[src/rtl/mm_job_scheduler.sv]
// Job queue and launch sequencer for the matrix-multiply controller.
// Descriptors are buffered in a FIFO and launched one at a time over the start/valid handshake.
module mm_job_scheduler #(
  parameter int unsigned ADDR_WIDTH = 16,
  parameter int unsigned DEPTH      = 4,
  parameter int unsigned CNT_WIDTH  = 16
) (
  input  logic                    clk_i,
  input  logic                    rst_ni,
  input  logic                    cmd_valid_i,
  output logic                    cmd_ready_o,
  input  logic [ADDR_WIDTH-1:0]   cmd_m_i,
  input  logic [ADDR_WIDTH-1:0]   cmd_k_i,
  input  logic [ADDR_WIDTH-1:0]   cmd_n_i,
  input  logic [ADDR_WIDTH-1:0]   cmd_base_a_i,
  input  logic [ADDR_WIDTH-1:0]   cmd_base_b_i,
  input  logic [ADDR_WIDTH-1:0]   cmd_base_p_i,
  input  logic                    flush_i,
  output logic                    mm_start_o,
  input  logic                    mm_valid_i,
  output logic [ADDR_WIDTH-1:0]   mm_m_o,
  output logic [ADDR_WIDTH-1:0]   mm_k_o,
  output logic [ADDR_WIDTH-1:0]   mm_n_o,
  output logic [ADDR_WIDTH-1:0]   mm_base_a_o,
  output logic [ADDR_WIDTH-1:0]   mm_base_b_o,
  output logic [ADDR_WIDTH-1:0]   mm_base_p_o,
  output logic                    busy_o,
  output logic                    done_o,
  output logic                    err_o,
  output logic [$clog2(DEPTH):0]  level_o,
  output logic [CNT_WIDTH-1:0]    done_cnt_o
);

  localparam int unsigned PW = $clog2(DEPTH);
  localparam int unsigned LW = PW + 1;
  localparam int unsigned DW = 6 * ADDR_WIDTH;

  typedef enum logic [1:0] {IDLE, RUN, RELEASE} state_t;

  state_t                r_state;
  state_t                w_state_nxt;
  logic [DW-1:0]         r_mem [DEPTH];
  logic [PW-1:0]         r_wr_ptr;
  logic [PW-1:0]         r_rd_ptr;
  logic [LW-1:0]         r_level;
  logic [DW-1:0]         r_cfg;
  logic                  r_start;
  logic                  r_done;
  logic                  r_err;
  logic [CNT_WIDTH-1:0]  r_done_cnt;

  logic                  w_full;
  logic                  w_empty;
  logic                  w_hs;
  logic                  w_zero;
  logic                  w_push;
  logic                  w_pop;
  logic                  w_finish;
  logic [DW-1:0]         w_din;

  assign w_full      = (r_level == LW'(DEPTH));
  assign w_empty     = (r_level == '0);
  // Gated by rst_ni so every output reads 0 while reset is held.
  assign cmd_ready_o = rst_ni && !w_full && !flush_i;
  assign w_hs        = cmd_valid_i && cmd_ready_o;
  assign w_zero      = (cmd_m_i == '0) || (cmd_k_i == '0) || (cmd_n_i == '0);
  assign w_push      = w_hs && !w_zero;
  assign w_din       = {cmd_m_i, cmd_k_i, cmd_n_i, cmd_base_a_i, cmd_base_b_i, cmd_base_p_i};

  always_ff @(posedge clk_i or negedge rst_ni) begin
    if (!rst_ni) r_state <= IDLE;
    else         r_state <= w_state_nxt;
  end

  always_comb begin
    w_state_nxt = r_state;
    w_pop       = 1'b0;
    w_finish    = 1'b0;
    unique case (r_state)
      IDLE: begin
        if (!w_empty && !flush_i) begin
          w_pop       = 1'b1;
          w_state_nxt = RUN;
        end
      end
      RUN: begin
        if (mm_valid_i) w_state_nxt = RELEASE;
      end
      RELEASE: begin
        if (!mm_valid_i) begin
          w_finish    = 1'b1;
          w_state_nxt = IDLE;
        end
      end
      default: w_state_nxt = IDLE;
    endcase
  end

  always_ff @(posedge clk_i) begin
    if (w_push) r_mem[r_wr_ptr] <= w_din;
  end

  always_ff @(posedge clk_i or negedge rst_ni) begin
    if (!rst_ni) begin
      r_wr_ptr <= '0;
      r_rd_ptr <= '0;
      r_level  <= '0;
    end else if (flush_i) begin
      r_wr_ptr <= '0;
      r_rd_ptr <= '0;
      r_level  <= '0;
    end else begin
      if (w_push) r_wr_ptr <= r_wr_ptr + PW'(1);
      if (w_pop)  r_rd_ptr <= r_rd_ptr + PW'(1);
      unique case ({w_push, w_pop})
        2'b10:   r_level <= r_level + LW'(1);
        2'b01:   r_level <= r_level - LW'(1);
        default: r_level <= r_level;
      endcase
    end
  end

  // Start is high exactly while the FSM sits in RUN.
  always_ff @(posedge clk_i or negedge rst_ni) begin
    if (!rst_ni) begin
      r_cfg      <= '0;
      r_start    <= 1'b0;
      r_done     <= 1'b0;
      r_err      <= 1'b0;
      r_done_cnt <= '0;
    end else begin
      if (w_pop) r_cfg <= r_mem[r_rd_ptr];
      r_start <= (w_state_nxt == RUN);
      r_done  <= w_finish;
      r_err   <= w_hs && w_zero;
      if (w_finish) r_done_cnt <= r_done_cnt + CNT_WIDTH'(1);
    end
  end

  assign {mm_m_o, mm_k_o, mm_n_o, mm_base_a_o, mm_base_b_o, mm_base_p_o} = r_cfg;
  assign mm_start_o = r_start;
  assign busy_o     = (r_state != IDLE);
  assign done_o     = r_done;
  assign err_o      = r_err;
  assign level_o    = r_level;
  assign done_cnt_o = r_done_cnt;

endmodule
[config.mk]
export PLATFORM = sky130hd
export DESIGN_NAME = mm_job_scheduler
export DESIGN_NICKNAME = d
export VERILOG_FILES = /design/src/rtl/mm_job_scheduler.sv
export SDC_FILE = /design/constraint.sdc
export NUM_CORES = 1
export LEC_CHECK = 0
export ABC_CLOCK_PERIOD_IN_PS = 8200
export BUFFER_PORTS_ARGS = -buffer_cell sky130_fd_sc_hd__buf_4
export CORE_MARGIN = 5
export CORE_UTILIZATION = 52
export DETAILED_ROUTE_END_ITERATION = 10
export GPL_TIMING_DRIVEN = 0
export HOLD_SLACK_MARGIN = 0.12
export PLACE_DENSITY = 0.7
export SYNTH_ARGS = -nofsm -noshare
export SYNTH_HDL_FRONTEND = slang
export SYNTH_SLANG_ARGS = --single-unit
[constraint.sdc]
create_clock -name clk_i -period 8.2 [get_ports clk_i]
set_input_delay 1.23 -clock clk_i [delete_from_list [all_inputs] [get_ports clk_i]]
set_output_delay 1.23 -clock clk_i [all_outputs]
set_load 0.005 [all_outputs]
==> summary by stage <==
Yosys
The total of warnings raised by yosys is 0. The per-instance average area after synthesis is about 22 µm². The post-synthesis compound-gate area fraction came to 0.001926.

After synthesis, the largest family of logic cells by area is multiplexers. Of the total synthesized cell area, the portion taken by XOR and XNOR cells is 0.009233. In this run, synthesis produced a sequential element count of 508.

The synthesized instance count is about 850. The proportion of synthesized area in mux cells is 0.1758. In this run, synthesis inferred between 300 and 400 flip-flops with an integrated enable.

Summing every instance area after synthesis gives roughly 19000 µm². The number of distinct library cells after synthesis is 37. The share of the Yosys chip area taken by registers is 0.7769.

The post-synth net total is between 900 and 1000. The primary flip-flop cell chosen by synthesis mapping is edfxtp_1. Of the total synthesized cell area, the portion taken by full adders, half adders and majority gates is 0.004384.

The simple-gate share of the synthesized area is 0.02132. The share of async-settable or async-resettable flops after synthesis is 0.2441.

Timing
The worst setup margin is 4614 ps. Setup violations remaining at the end of the flow were counted as 0. Hold is met by between 400 and 500 ps.

The worst pin sits at a relative slew slack of 0.4857. The setup TNS after final layout is 0 ps. The clock period could shrink to 3586 ps. The maximum clock rate is about 0.28 GHz. The final-report max-slew violation count is 0. The slew of the pin with the lowest slew margin is about 770 ps. The number of hold-slack violations in the final timing report is 0. The setup skew after layout is ~11 ps. Dividing the final minimum period by the clock period gives 0.4373.

Setup repair after global routing left no endpoint under its margin.

Setup path
The path depth of the worst reg2reg path is 10. The maximum fanout count along the critical path is 65. At the worst endpoint, the arrival time is around 3800 ps.

The path type of the worst setup path is input pin to flip-flop. The data required time of the critical path is approximately 8400 ps. The worst setup path is launched from an input pin. STA classifies the critical path endpoint as a flip-flop.

Floorplan
The core box area is between 30000 and 40000 µm². The floorplan has between 60 and 70 rows. In this run the horizontal extent of the chip is between 200 and 250 µm.

For this configuration, the core starts out at a cell density of 0.5283. The total die area is 40130 µm². Pin placement for this block handled ~220 I/O pins.

The die boundary height is 200.3 µm.

CTS
Clock-pin slew was measured on the worst setup and hold paths at about 60 ps. For the worst-skew pair, the clock arrives at the later sink with an insertion delay of around 570 ps. The tree is rooted in a clkbuf_16.

The setup fix buffers added after clock tree synthesis is 0. The maximum clock insertion buffer count is 3. CTS built an H-tree with a depth of 2. Buffers inserted during clock tree synthesis total between 50 and 60. The hold-fix buffer count after cts is 0. Clock tree synthesis found a total of between 500 and 600 sinks. The quantity of gates resized following cts is 0. TritonCTS built the clock tree.

Place
The worst slack at placement is between 3000 and 4000 ps. The count of buffers inserted at the top-level ports is between 200 and 250. At the end of routability-driven placement, the weighted congestion stood at approximately 0.75. The HPWL reported at the end of detailed placement is approximately 24000 µm.

Summing all placed instances gives a cell area of 21240 µm².

Pwr
The overall power consumption is ~0.0070 W. The leakage dissipation is roughly 8.2 nW. Power spread over the standard cell area amounts to between 300 and 400 nW/µm². IR analysis of the VDD net gives a maximum drop of about 0.28 mV.

Finish
The fill cell instance count of the final layout is 2383. The area overhead of the layout relative to synthesis is 21.54%. The post-route cell area is approximately 23000 µm². Leaving out fill and tap cells, the most frequent cells in the layout are 384 x edfxtp_1, 221 x buf_4, 124 x dfrtp_1.

The leading cell type in the layout, fill and taps excluded is edfxtp_1. The post-layout net count is about 1200. In the final layout, the share of cells above drive strength 1 is 0.4455.

Routing
The number of optimization iterations in the first detailed-route pass is 5. The post-detailed-route wirelength per cell is between 20 and 25 µm. The total wire length is around 38000 µm. Summing over every cut layer, the via total after detailed routing is approximately 9000. For this run, design rule violations remaining after detail routing come to 0. The DRC violation total after the first TritonRoute iteration is between 500 and 600. The number of antenna-violating nets in the routed design is 0. The post-detailed-route via-to-cell ratio is 5.539.

Run
Max-cap violations in this run came to 0.

GRT
The initial antenna violation count is 2. Entering global routing, the biggest net connects 66 pins. The first-pass GRT wire length is ~59000 µm. The number of global-route vias before repair is 9804. The all-layer global routing usage is 0.1923. The total overflow left after global routing is 0.

Min path
The path class of the tightest hold or removal check is flip-flop to flip-flop. The instance count along the most critical hold path is 1.

Run status
The run finished with clean final reports.
==> state kept, by name, summed over array words and instances, names as in the netlist <==
name / flops
r_mem: 384
r_cfg: 96
done_cnt_o: 16
level_o: 3
r_rd_ptr: 2
r_state: 2
r_wr_ptr: 2
done_o: 1
err_o: 1
mm_start_o: 1
==> path summary, 6_finish.rpt <==
kind	from	endpoint	slack, ps
min reg2reg	done_cnt_o[15]	done_cnt_o[15]	480
max in group asynchronous	rst_ni	r_cfg[44]	6730
max reg2reg	r_state[0]	level_o[2]	5210
min in group asynchronous	rst_ni	r_cfg[85]	660
max	rst_ni	r_mem[2][40]	4610
min	done_cnt_o[15]	done_cnt_o[15]	480
==> logic make-up (layout without fill, tap and decap cells) <==
group	Yosys count	count (layout)
simple gates	69	69
mux	198	198
other cells	0	1
flops	508	508
xor+xnor	19	19
buf+inv	40	360
compound gates	5	5
fa+ha+maj	6	6
==> metal layers <==
| metal | GRT usage | vias up | part of all wire |
|---|---|---|---|
| li1 | - | 3983 | - |
| met1 | 0.2532 | 4743 | 0.40 |
| met2 | 0.3241 | 235 | 0.51 |
| met3 | 0.04754 | 51 | 0.064 |
| met4 | 0.05506 | 0 | 0.021 |
| met5 | 0 | - | 0 |
==> synthesized netlist by cell type (5+ instances only) <==
library cell | number | area, µm²
buf_2 | 19 | 95.09
clkbuf_1 | 12 | 45.04
dfrtp_1 | 124 | 3103
edfxtp_1 | 384 | 11530
ha_1 | 5 | 62.56
inv_1 | 5 | 18.77
mux2_2 | 97 | 1092
mux4_2 | 96 | 2162
nand2_1 | 8 | 30.03
nand2b_1 | 5 | 31.28
nand4_1 | 9 | 56.30
nor2_1 | 14 | 52.55
nor4_1 | 12 | 75.07
xnor2_1 | 14 | 122.6
==> critical path, cell delays in order <==
cell	delay, ps
buf_6	470
nand2b_1	150
a211o_1	370
and4bb_1	320
buf_6	160
and2_4	620
buf_16	360
==> report_power, final <==
group          switching [W]  total [W]  internal, W  leakage (nW)
Combinational       0.000608    0.00150     0.000889          2.43
Clock               0.000918    0.00227      0.00135         0.805
Sequential          0.000184    0.00327      0.00308          4.98
Total                0.00171    0.00704      0.00533          8.21
==> final cells by class <==
cell class	count	area (µm²)	share of cell area
Sequential cell	508	14630	0.6392
Multi-Input combinational cell	297	4015	0.1754
Timing Repair Buffer	226	1821	0.07952
Clock buffer	76	1463	0.06389
Tap cell	461	576.8	0.02520
Clock inverter	18	185.2	0.008089
Buffer	35	177.7	0.007761
Inverter	5	18.77	0.0008198
Antenna cell	1	2.502	0.0001093
==> stage by stage <==
step / util / instances
floorplan: - / 845
global placement: 0.5908 / 1526
detailed placement: 0.5958 / 1532
CTS: 0.6420 / 1626
global route: 0.6421 / 1627
finish: 0.6421 / 1627
No activity file was read; power rests on OpenSTA's default activity.
